$ cat src/rtl/mux4_arb_pkg.sv
// Shared definitions for the 4-way round-robin mux arbiter.
//   NREQ / SEL_W : requester count and select width
//   state_e      : arbiter FSM states
//   onehot4()    : select index -> one-hot grant vector
package mux4_arb_pkg;
  localparam int NREQ  = 4;
  localparam int SEL_W = 2;

  typedef enum logic {IDLE = 1'b0, BUSY = 1'b1} state_e;

  function automatic logic [NREQ-1:0] onehot4(input logic [SEL_W-1:0] idx);
    onehot4      = '0;
    onehot4[idx] = 1'b1;
  endfunction
endpackage

$ cat src/rtl/rr_pick4.sv
// Combinational rotating-priority picker.
//   req   : request vector
//   start : index scanned first; scan order start, start+1, ... mod 4
//   valid : any request present
//   idx   : index of the first requester found
module rr_pick4
  import mux4_arb_pkg::*;
(
  input  logic [NREQ-1:0]  req,
  input  logic [SEL_W-1:0] start,
  output logic             valid,
  output logic [SEL_W-1:0] idx
);
  // Rotate so bit 0 of rot is the requester at 'start'; then a fixed
  // lowest-bit-first priority gives the round-robin scan.
  logic [2*NREQ-1:0] dbl;
  logic [2*NREQ-1:0] rot;
  logic [SEL_W-1:0]  off;

  assign dbl = {req, req};
  assign rot = dbl >> start;

  always_comb begin
    off = '0;
    casez (rot[NREQ-1:0])
      4'b???1: off = 2'd0;
      4'b??10: off = 2'd1;
      4'b?100: off = 2'd2;
      4'b1000: off = 2'd3;
      default: off = 2'd0;
    endcase
  end

  assign valid = |req;
  assign idx   = start + off;
endmodule

$ cat src/rtl/mux4_rr_arbiter.sv
// Round-robin arbiter sharing one 4:1 data-mux output channel among four
// requesters, holding each grant for up to BURST accepted beats.
//   clk, rst          : clock, synchronous active-high reset
//   req[3:0]          : per-requester request (bit i <-> din_i)
//   din0..din3        : requester data
//   gnt, sel          : registered one-hot grant / mux select
//   out_valid/out_data/out_last/out_ready : downstream valid/ready channel
module mux4_rr_arbiter
  import mux4_arb_pkg::*;
#(
  parameter int WIDTH = 8,
  parameter int BURST = 4
) (
  input  logic              clk,
  input  logic              rst,
  input  logic [NREQ-1:0]   req,
  input  logic [WIDTH-1:0]  din0,
  input  logic [WIDTH-1:0]  din1,
  input  logic [WIDTH-1:0]  din2,
  input  logic [WIDTH-1:0]  din3,
  output logic [NREQ-1:0]   gnt,
  output logic [SEL_W-1:0]  sel,
  output logic              out_valid,
  output logic [WIDTH-1:0]  out_data,
  output logic              out_last,
  input  logic              out_ready
);
  localparam logic [3:0] LAST_BEAT = 4'(BURST - 1);

  state_e                      state, state_d;
  logic [SEL_W-1:0]            sel_d, ptr, ptr_d, pick_start, pick_idx, sel_inc;
  logic [NREQ-1:0]             gnt_d;
  logic [3:0]                  beat_cnt, cnt_d;
  logic                        pick_vld, busy, xfer, rel;
  logic [NREQ-1:0][WIDTH-1:0]  din_arr;

  assign din_arr  = {din3, din2, din1, din0};
  assign out_data = din_arr[sel];

  assign busy      = (state == BUSY);
  assign out_valid = busy & req[sel];
  assign out_last  = out_valid & (beat_cnt == LAST_BEAT);
  assign xfer      = out_valid & out_ready;
  // Release on the final beat of the burst, or when the owner withdraws.
  assign rel       = busy & ((xfer & (beat_cnt == LAST_BEAT)) | ~req[sel]);

  // One picker serves both the idle pick (scan from ptr) and the
  // release-time pick (scan from owner+1, so the owner comes last).
  assign sel_inc    = sel + 2'd1;
  assign pick_start = busy ? sel_inc : ptr;

  rr_pick4 u_pick (
    .req   (req),
    .start (pick_start),
    .valid (pick_vld),
    .idx   (pick_idx)
  );

  always_comb begin
    state_d = state;
    sel_d   = sel;
    gnt_d   = gnt;
    ptr_d   = ptr;
    cnt_d   = beat_cnt;
    case (state)
      IDLE: begin
        gnt_d = '0;
        if (pick_vld) begin
          state_d = BUSY;
          sel_d   = pick_idx;
          gnt_d   = onehot4(pick_idx);
          cnt_d   = '0;
        end
      end
      BUSY: begin
        if (rel) begin
          ptr_d = sel_inc;
          cnt_d = '0;
          if (pick_vld) begin
            sel_d = pick_idx;
            gnt_d = onehot4(pick_idx);
          end else begin
            state_d = IDLE;
            gnt_d   = '0;
          end
        end else if (xfer) begin
          cnt_d = beat_cnt + 4'd1;
        end
      end
      default: begin
        state_d = IDLE;
        gnt_d   = '0;
      end
    endcase
  end

  always_ff @(posedge clk) begin
    if (rst) begin
      state    <= IDLE;
      sel      <= '0;
      gnt      <= '0;
      ptr      <= '0;
      beat_cnt <= '0;
    end else begin
      state    <= state_d;
      sel      <= sel_d;
      gnt      <= gnt_d;
      ptr      <= ptr_d;
      beat_cnt <= cnt_d;
    end
  end
endmodule

$ cat config.mk
export PLATFORM = sky130hd
export DESIGN_NAME = mux4_rr_arbiter
export DESIGN_NICKNAME = d
export VERILOG_FILES = /design/src/rtl/mux4_arb_pkg.sv /design/src/rtl/rr_pick4.sv /design/src/rtl/mux4_rr_arbiter.sv
export SDC_FILE = /design/constraint.sdc
export NUM_CORES = 1
export LEC_CHECK = 0
export ABC_CLOCK_PERIOD_IN_PS = 3500
export CAP_MARGIN = 10
export CORE_MARGIN = 3
export CORE_UTILIZATION = 50
export CTS_CLUSTER_SIZE = 30
export DETAILED_ROUTE_END_ITERATION = 12
export DONT_BUFFER_PORTS = 1
export HOLD_SLACK_MARGIN = 0.12
export SETUP_SLACK_MARGIN = 0.4
export SYNTH_ARGS = -nofsm -noshare
export SYNTH_HDL_FRONTEND = slang
export SYNTH_SLANG_ARGS = --single-unit
$ cat constraint.sdc
create_clock -name clk -period 3.5 [get_ports clk]
set_input_delay 0 -clock clk [delete_from_list [all_inputs] [get_ports clk]]
set_output_delay 0 -clock clk [all_outputs]
set_load 0.01 [all_outputs]
==> metrics.md, run 1 <==
| Metric | Value |
|---|---|
| Cell type with the largest total area after synthesis | `dfxtp_1` |
| Via Count | `774` |
| DP HPWL | `1550 um` |
| N_diodes | `0` |
| Number of detailed-routing iterations run before antenna repair | `4` |
| Ys flop type | `dfxtp_1` |
| Tmin final | `2560 ps` |
| Area contributors post-synth | `dfxtp_1 27%, mux4_2 21%, nor2_1 4.0%` |
| Starting DRT DRC Count | `12` |
| Final slew viol count | `0` |
| Post-synth top area share | `27.4%` |
| Nets | `146` |
| CP Max Fanout | `7` |
| Io pins | `55` |
| Final worst path period share | `73.0%` |
| Worst Reg-to-Reg Cells | `9` |
| PortBufs | `0` |
| Hold crit path type | `in2reg` |
| Synthesized flop and latch total | `13` |
| CP Data Required Time | `3720 ps` |
| Final GP Congestion | `0.737` |
| PD cells | `549 nW/um^2` |
| Final hold vios | `0` |
| Remaining Overflow, GRT | `0` |
| Critical Path Start Type | `register` |
| Clock Path Buffers | `2` |
| Clk sinks | `13` |
| Initial antenna violation count | `0` |
| Leakage | `0.389 nW` |
| Setup crit end kind | `register` |
| Area delta synth->final | `7.52%` |
| Peak supply drop | `0.000341 V` |
| Drt total wl | `1970 um` |
| Endpoints failing setup | `0` |
| Number of synthesized flops with an enable pin | `0` |
| Die Footprint | `2460 um^2` |
| FP Rows | `15` |
| Seq/Total Area, Yosys | `27.4%` |
| # DRC | `0` |
| Via/cell ratio | `6.00` |
| Worst-margin pin slew | `616 ps` |
| Die X | `49.6 um` |
| Syn Inst Count | `99` |
| DR WL/cell | `15.3 um` |
| WHS Path Cells | `3` |
| Max_slew headroom | `58.9%` |
| Tot Pwr | `560 uW` |
| Count of cell types in the netlist | `36` |
| Number of global-route vias before repair | `723` |
| H-tree depth | `1` |
| Cell area after synthesis | `948 um^2` |
| Inserted Clock Buffers | `3` |
| YS warnings | `0` |
| CTS tree | `built` |
| Clock Latency Late Sink | `280 ps` |
| Achievable Freq | `0.391 GHz` |
| Setup Skew | `6.80 ps` |
| Share of cells above drive strength 1 | `17.3%` |
| Die H | `49.6 um` |
| Syn_area_per_cell | `9.58 um^2` |
| Crit path DAT | `2770 ps` |
| Pin count of the biggest net entering global routing | `14` |
| Max_cap viols | `0` |
| Post-synth ARST share | `0%` |
| Clock slew at reported path FFs | `80 ps` |
| Core area | `1760 um^2` |
| Clock Root Buffer | `clkbuf_4` |
| Post-CTS sizing | `0` |
| Status | `finished clean` |
| Crit path kind | `reg2reg` |
| Initial Util | `53.8%` |
| Overall routing resource usage | `16.7%` |
| Post-DRT Antenna Nets | `0` |
| Unrepaired setup endpoints after global routing | `no` |
| First-pass GRT wire length | `3170 um` |
| Setup_tns | `0 ps` |
| Syn_nets | `140` |
worst paths after layout:
path,slack (ps),end,startpoint
worst max-delay path,940,gnt[0],busy
worst min-delay path,140,gnt[2],rst
worst max register to register,940,gnt[0],busy
worst min register to register,490,beat_cnt[1],beat_cnt[1]
state kept, by name, summed over array words and instances, names as in the netlist:
| name | cells |
|---|---|
| beat_cnt | 4 |
| ptr | 2 |
| busy | 1 |
| sel | 2 |
| gnt | 4 |
layout make-up:
type	instances	area, um^2
tap	25	31.3
clock buffer	4	26.3
sequential	13	260
inverter	7	26.3
fill	183	744
multi-input combinational	75	631
timing repair buffer	5	45.0
worst max-delay path, cell delays in order (launching register included):
cell and delay (ps):
dfxtp_1 470, mux2i_1 400, nand2_1 90, a21oi_1 140, o2bb2ai_1 80, mux2_2 270
ha_1 320, or4_1 540, clkinv_1 70, a32o_1 110
cells in the final DEF, fill, tap and decap left out, types with 2 or more instances in the layout:
master | Yosys | final
a32o_1 | 2 | 2
buf_4 | 0 | 2
mux2i_1 | 3 | 3
clkbuf_4 | 0 | 3
nand2_1 | 5 | 5
xor2_1 | 4 | 4
nand2b_1 | 3 | 3
nor3_1 | 3 | 3
ha_1 | 2 | 2
nand3_1 | 4 | 4
nor2_1 | 10 | 10
mux4_2 | 9 | 9
dlygate4sd3_1 | 0 | 3
xnor2_1 | 2 | 2
a21boi_0 | 2 | 2
inv_1 | 6 | 6
nor2b_1 | 2 | 2
o21ai_0 | 3 | 3
a21oi_1 | 6 | 6
dfxtp_1 | 13 | 13
kinds of logic (layout without fill, tap and decap cells):
logic type                 after synthesis  count (layout)  share of synthesized area [%]
and+or+nand+nor                         34              34                           17.9
AOI/OAI and AO/OA                       19              19                           13.5
muxes                                   13              13                           25.7
DFF                                     13              13                           27.4
buffers and inverters                   11              16                           6.07
xor gates and xnor gates                 6               6                           5.54
adders and majority gates                3               3                           3.83
through the flow:
stage          hold slack, ps  cells  instance area [um^2]  worst slack [ps]  util (%)
6_report                  137    129                  1020               944      57.8
5_1_grt                   131    129                  1020               734      57.8
4_1_cts                   128    129                  1020               946      57.8
3_5_place_dp             73.1    122                   963               974      54.6
3_3_place_gp             73.5    122                   963              1050      54.6
2_1_floorplan             146     99                   948               976         -
synth_stat cells (2+ instances only):
cell,count
nor2_1,10
buf_6,2
a21boi_0,2
nand3_1,4
a32o_1,2
mux4_2,9
mux2i_1,3
nor3_1,3
nand2b_1,3
a21oi_1,6
nor2b_1,2
o21ai_0,3
ha_1,2
dfxtp_1,13
nand2_1,5
xor2_1,4
inv_1,6
xnor2_1,2
power breakdown:
| group | internal, mW | leakage (nW) | switching, mW |
|---|---|---|---|
| Combinational | 0.128 | 0.267 | 0.143 |
| Clock | 0.0442 | 0.0150 | 0.0470 |
| Sequential | 0.174 | 0.107 | 0.0232 |
| Total | 0.346 | 0.389 | 0.214 |
routing by layer:
layer / track usage, % / vias to the layer above / share of wire [%]
li1: - / 379 / -
met1: 19.7 / 352 / 41
met2: 26.7 / 38 / 48
met3: 4.83 / 5 / 9.1
met4: 9.68 / 0 / 2.2
met5: 0 / - / 0
timing repair:
item / CTS / global route
buffers inserted: 0 / 0
hold buffers: 3 / 0
endpoints found under the hold margin: 13 / 0
No activity file was read; power rests on OpenSTA's default activity.
==> run 2, diff against run 1 <==
ABC_AREA = 1   (was default)
ABC_CLOCK_PERIOD_IN_PS = 2650   (was 3500)
clock period = 2.65 ns   (was 3.5 ns; I/O delays follow)
==> run 2 against run 1 <==
  * Register-to-register slack lost 350 ps
  * Synthesized cell count grew 100%
  * Die area grew 22%
  * Total power grew 140%
  * Via count grew 66%
  * Worst hold slack lost 6.3 ps
  * Area after synthesis grew 25%
  * Final area grew 29%
  * Critical path depth grew 6
  * Global-route usage grew 4.4 points
  * Utilization grew 0.97 points
  * Flip-flop and latch count is the same
==> metrics.md, run 2 <==
| Metric | Value |
|---|---|
| Via Count | `1,286 (+66%)` |
| Cell type with the largest total area after synthesis | `dfxtp_1` |
| Switching share of power | `53.4% (+15 points)` |
| Clock Root Buffer | `clkbuf_4` |
| Setup crit end kind | `register` |
| Starting DRT DRC Count | `33 (+21)` |
| Worst Reg-to-Reg Cells | `15 (+6)` |
| Io pins | `55 (unchanged)` |
| # DRC | `0 (unchanged)` |
| FP Rows | `17 (+2)` |
| Post-DRT Antenna Nets | `0 (unchanged)` |
| Max stage delay cell, worst path | `dfxtp_4` |
| Crit path kind | `reg2reg` |
| Share of cells above drive strength 1 | `18.0% (+0.74 points)` |
| Proportion of power drawn by combinational gates | `67.8% (+19 points)` |
| Initial antenna violation count | `0 (unchanged)` |
| CTS tree | `built` |
| Number of detailed-routing iterations run before antenna repair | `4 (unchanged)` |
| CP Max Fanout | `7 (unchanged)` |
| Hold crit path type | `in2reg` |
| Pin count of the biggest net entering global routing | `23 (+9)` |
| Peak supply drop | `0.000702 V (+110%)` |
| Nets | `247 (+69%)` |
| Setup crit end | `gnt[2]` |
| Critical Path Start Type | `register` |
| Hold slack | `131 ps (-6.28 ps)` |
| Clock Latency Late Sink | `280 ps (about the same)` |
| Post-synth ARST share | `0% (unchanged)` |
| Unrepaired setup endpoints after global routing | `no` |
| Most frequent cells in the layout | `57 x nand2_1, 23 x nor2_1, 18 x inv_1` |
| Pint | `636 uW (+84%)` |
| Clk sinks | `13 (unchanged)` |
| Clock Path Buffers | `2 (unchanged)` |
| Worst-margin pin slew | `404 ps (-212 ps)` |
| Area contributors post-synth | `dfxtp_1 22%, nand2_1 18%, nor2_1 7.3%` |
| Number of synthesized flops with an enable pin | `0 (unchanged)` |
| Core area | `2230 um^2 (+27%)` |
| Final GP Congestion | `0.870 (+18%)` |
| YS warnings | `0 (unchanged)` |
| CP max stage delay | `390 ps (-150 ps)` |
| Commonest non-fill, non-tap cell in the layout | `nand2_1` |
| Area delta synth->final | `10.3%` |
| N_diodes | `0 (unchanged)` |
| Tmin final | `2050 ps (-503 ps)` |
| Sw Pwr | `729 uW (+240%)` |
| Finished Layout Cells | `233 (+81%)` |
| CP cell instances | `buf_8 > nand2_1 > nand3_1 > nand2_2 > nand2_1 > nand2_2 > a31oi_1 > nor2_1 > ha_1 > xor2_2 > inv_1 > nand3_2 > nand2_2 > nand2_1 > a21oi_2` |
| Regs by FF count | `beat_cnt (4), gnt (4)` |
| Via/cell ratio | `5.52 (-8.0%)` |
| R2R Path End | `gnt[2]` |
| Post-synth top area share | `21.9% (-5.6 points)` |
| Overall routing resource usage | `21.1% (+4.4 points)` |
| Tot Pwr | `1.36 mW (+140%)` |
| Max_slew headroom | `73.0% (+14 points)` |
| PD cells | `1040 nW/um^2 (+89%)` |
| DR WL/cell | `12.7 um (-17%)` |
| Synthesized flop and latch total | `13 (unchanged)` |
| Max_cap viols | `0 (unchanged)` |
| Status | `finished clean` |
| Commonest cells in the netlist | `58 x nand2_1, 23 x nor2_1, 19 x inv_1` |
| Achievable Freq | `0.487 GHz (+25%)` |
| Multi-input logic area | `821 um^2 (+30%)` |
| R2R setup slack | `600 ps (-350 ps)` |
| Initial Util | `53.3% (-0.48 points)` |
| CP Data Required Time | `2870 ps (-850 ps)` |
| Crit path DAT | `2270 ps (-500 ps)` |
| Final slew viol count | `0 (unchanged)` |
| RR Startpoint | `sel[0]` |
| Clock slew at reported path FFs | `80 ps (about the same)` |
| Remaining Overflow, GRT | `0 (unchanged)` |
| Critical Path Start | `sel[0]` |
| Ys flop type | `dfxtp_1` |
| Placed cells | `225 (+84%)` |
| PortBufs | `0 (unchanged)` |
| Syn_area_per_cell | `5.92 um^2 (-38%)` |
| Die H | `54.8 um (+11%)` |
| Register area | `269 um^2 (+3.4%)` |
| Die Footprint | `3000 um^2 (+22%)` |
| Inserted Clock Buffers | `3 (unchanged)` |
| Final worst path period share | `77.5% (+4.4 points)` |
| Setup_tns | `0 ps (unchanged)` |
| Sequential share of power | `23.3% (-12 points)` |
| Filler instances | `225 (+23%)` |
| First-pass GRT wire length | `4690 um (+48%)` |
| Syn Inst Count | `201 (+100%)` |
| Final hold vios | `0 (unchanged)` |
| Clk pwr share | `8.9% (-7.4 points)` |
| Drt total wl | `2970 um (+50%)` |
| Count of cell types in the netlist | `29 (-19%)` |
| Die X | `54.8 um (+11%)` |
| DP HPWL | `2340 um (+51%)` |
| Leakage | `0.611 nW (+57%)` |
| Seq/Total Area, Yosys | `21.9% (-5.6 points)` |
| Count leader, synth | `nand2_1` |
| Syn_nets | `242 (+73%)` |
| Number of global-route vias before repair | `1,102 (+52%)` |
| H-tree depth | `1 (unchanged)` |
| Cell area after synthesis | `1190 um^2 (+25%)` |
| Setup Skew | `5.80 ps (-1.00 ps)` |
| Endpoints failing setup | `0 (unchanged)` |
## run 2: area by class of cell
cell class,count,share of cell area (%)
Multi-Input combinational cell,159,62.5
Sequential cell,13,20.5
Inverter,22,7.05
Timing Repair Buffer,7,5.15
Tap cell,28,2.67
Clock buffer,3,1.72
Clock inverter,1,0.381
## run 2: per-layer routing
layer  up-vias  GRT usage (%)  part of all wire (%)
met3         4           4.36                   8.4
met5         -              0                     0
met1       559           27.6                    42
met2        61           35.6                    49
li1        662              -                     -
met4         0           3.73                  0.71
## run 2: stage by stage
step           worst slack [ps]  instance area [um^2]  utilization [%]
2_1_floorplan               649                  1190                -
3_3_place_gp                438                  1210             54.1
3_5_place_dp                403                  1210             54.1
4_1_cts                     460                  1270             56.9
5_1_grt                     380                  1310             58.8
6_report                    597                  1310             58.8
## run 2: what timing repair did
item	4_1_cts	5_1_grt
endpoints found under the setup margin	1	5
gates cloned	0	0
endpoints found under the hold margin	13	0
setup buffers	0	1
pin swaps	0	2
resized for setup	4	10
hold buffers	3	0
## run 2: logic make-up (layout without fill, tap and decap cells)
family                   after synthesis  in the layout  share of synthesized area [%]
AO/OA/AOI/OAI                         44             44                           22.3
flip-flops                            13             13                           21.9
adder cells (fa/ha/maj)                2              2                           2.10
XOR/XNOR                               2              2                           1.47
buffers and inverters                 29             33                           10.4
AND/OR/NAND/NOR                      111            111                           41.9
## run 2: critical path: cells and delay by family, from the launching register on
| family | cells | cell delay [ps] |
|---|---|---|
| AO/OA/AOI/OAI | 2 | 270 |
| buffers and inverters | 2 | 210 |
| AND/OR/NAND/NOR | 9 | 750 |
| flip-flops | 1 | 390 |
| XOR/XNOR | 1 | 160 |
| adder cells (fa/ha/maj) | 1 | 220 |
## run 2: power groups by stage
stage          sequential (mW)  combinational [mW]  clock (mW)
6_report                 0.317               0.926       0.121
5_1_grt                  0.326                1.05       0.138
4_1_cts                  0.307               0.885       0.125
3_5_place_dp             0.304               0.876           0
3_3_place_gp             0.304               0.863           0
2_1_floorplan            0.305               0.741           0
## run 2: how the worst min path moves through the flow
stage,start,to,slack (ps),cells past startpoint
global placement,rst,gnt[3],60,1
finish,out_ready,ptr[0],130,4
global route,out_ready,ptr[0],170,4
detailed placement,rst,gnt[3],70,1
floorplan,din0[0],out_data[0],180,2
CTS,out_ready,beat_cnt[1],120,5
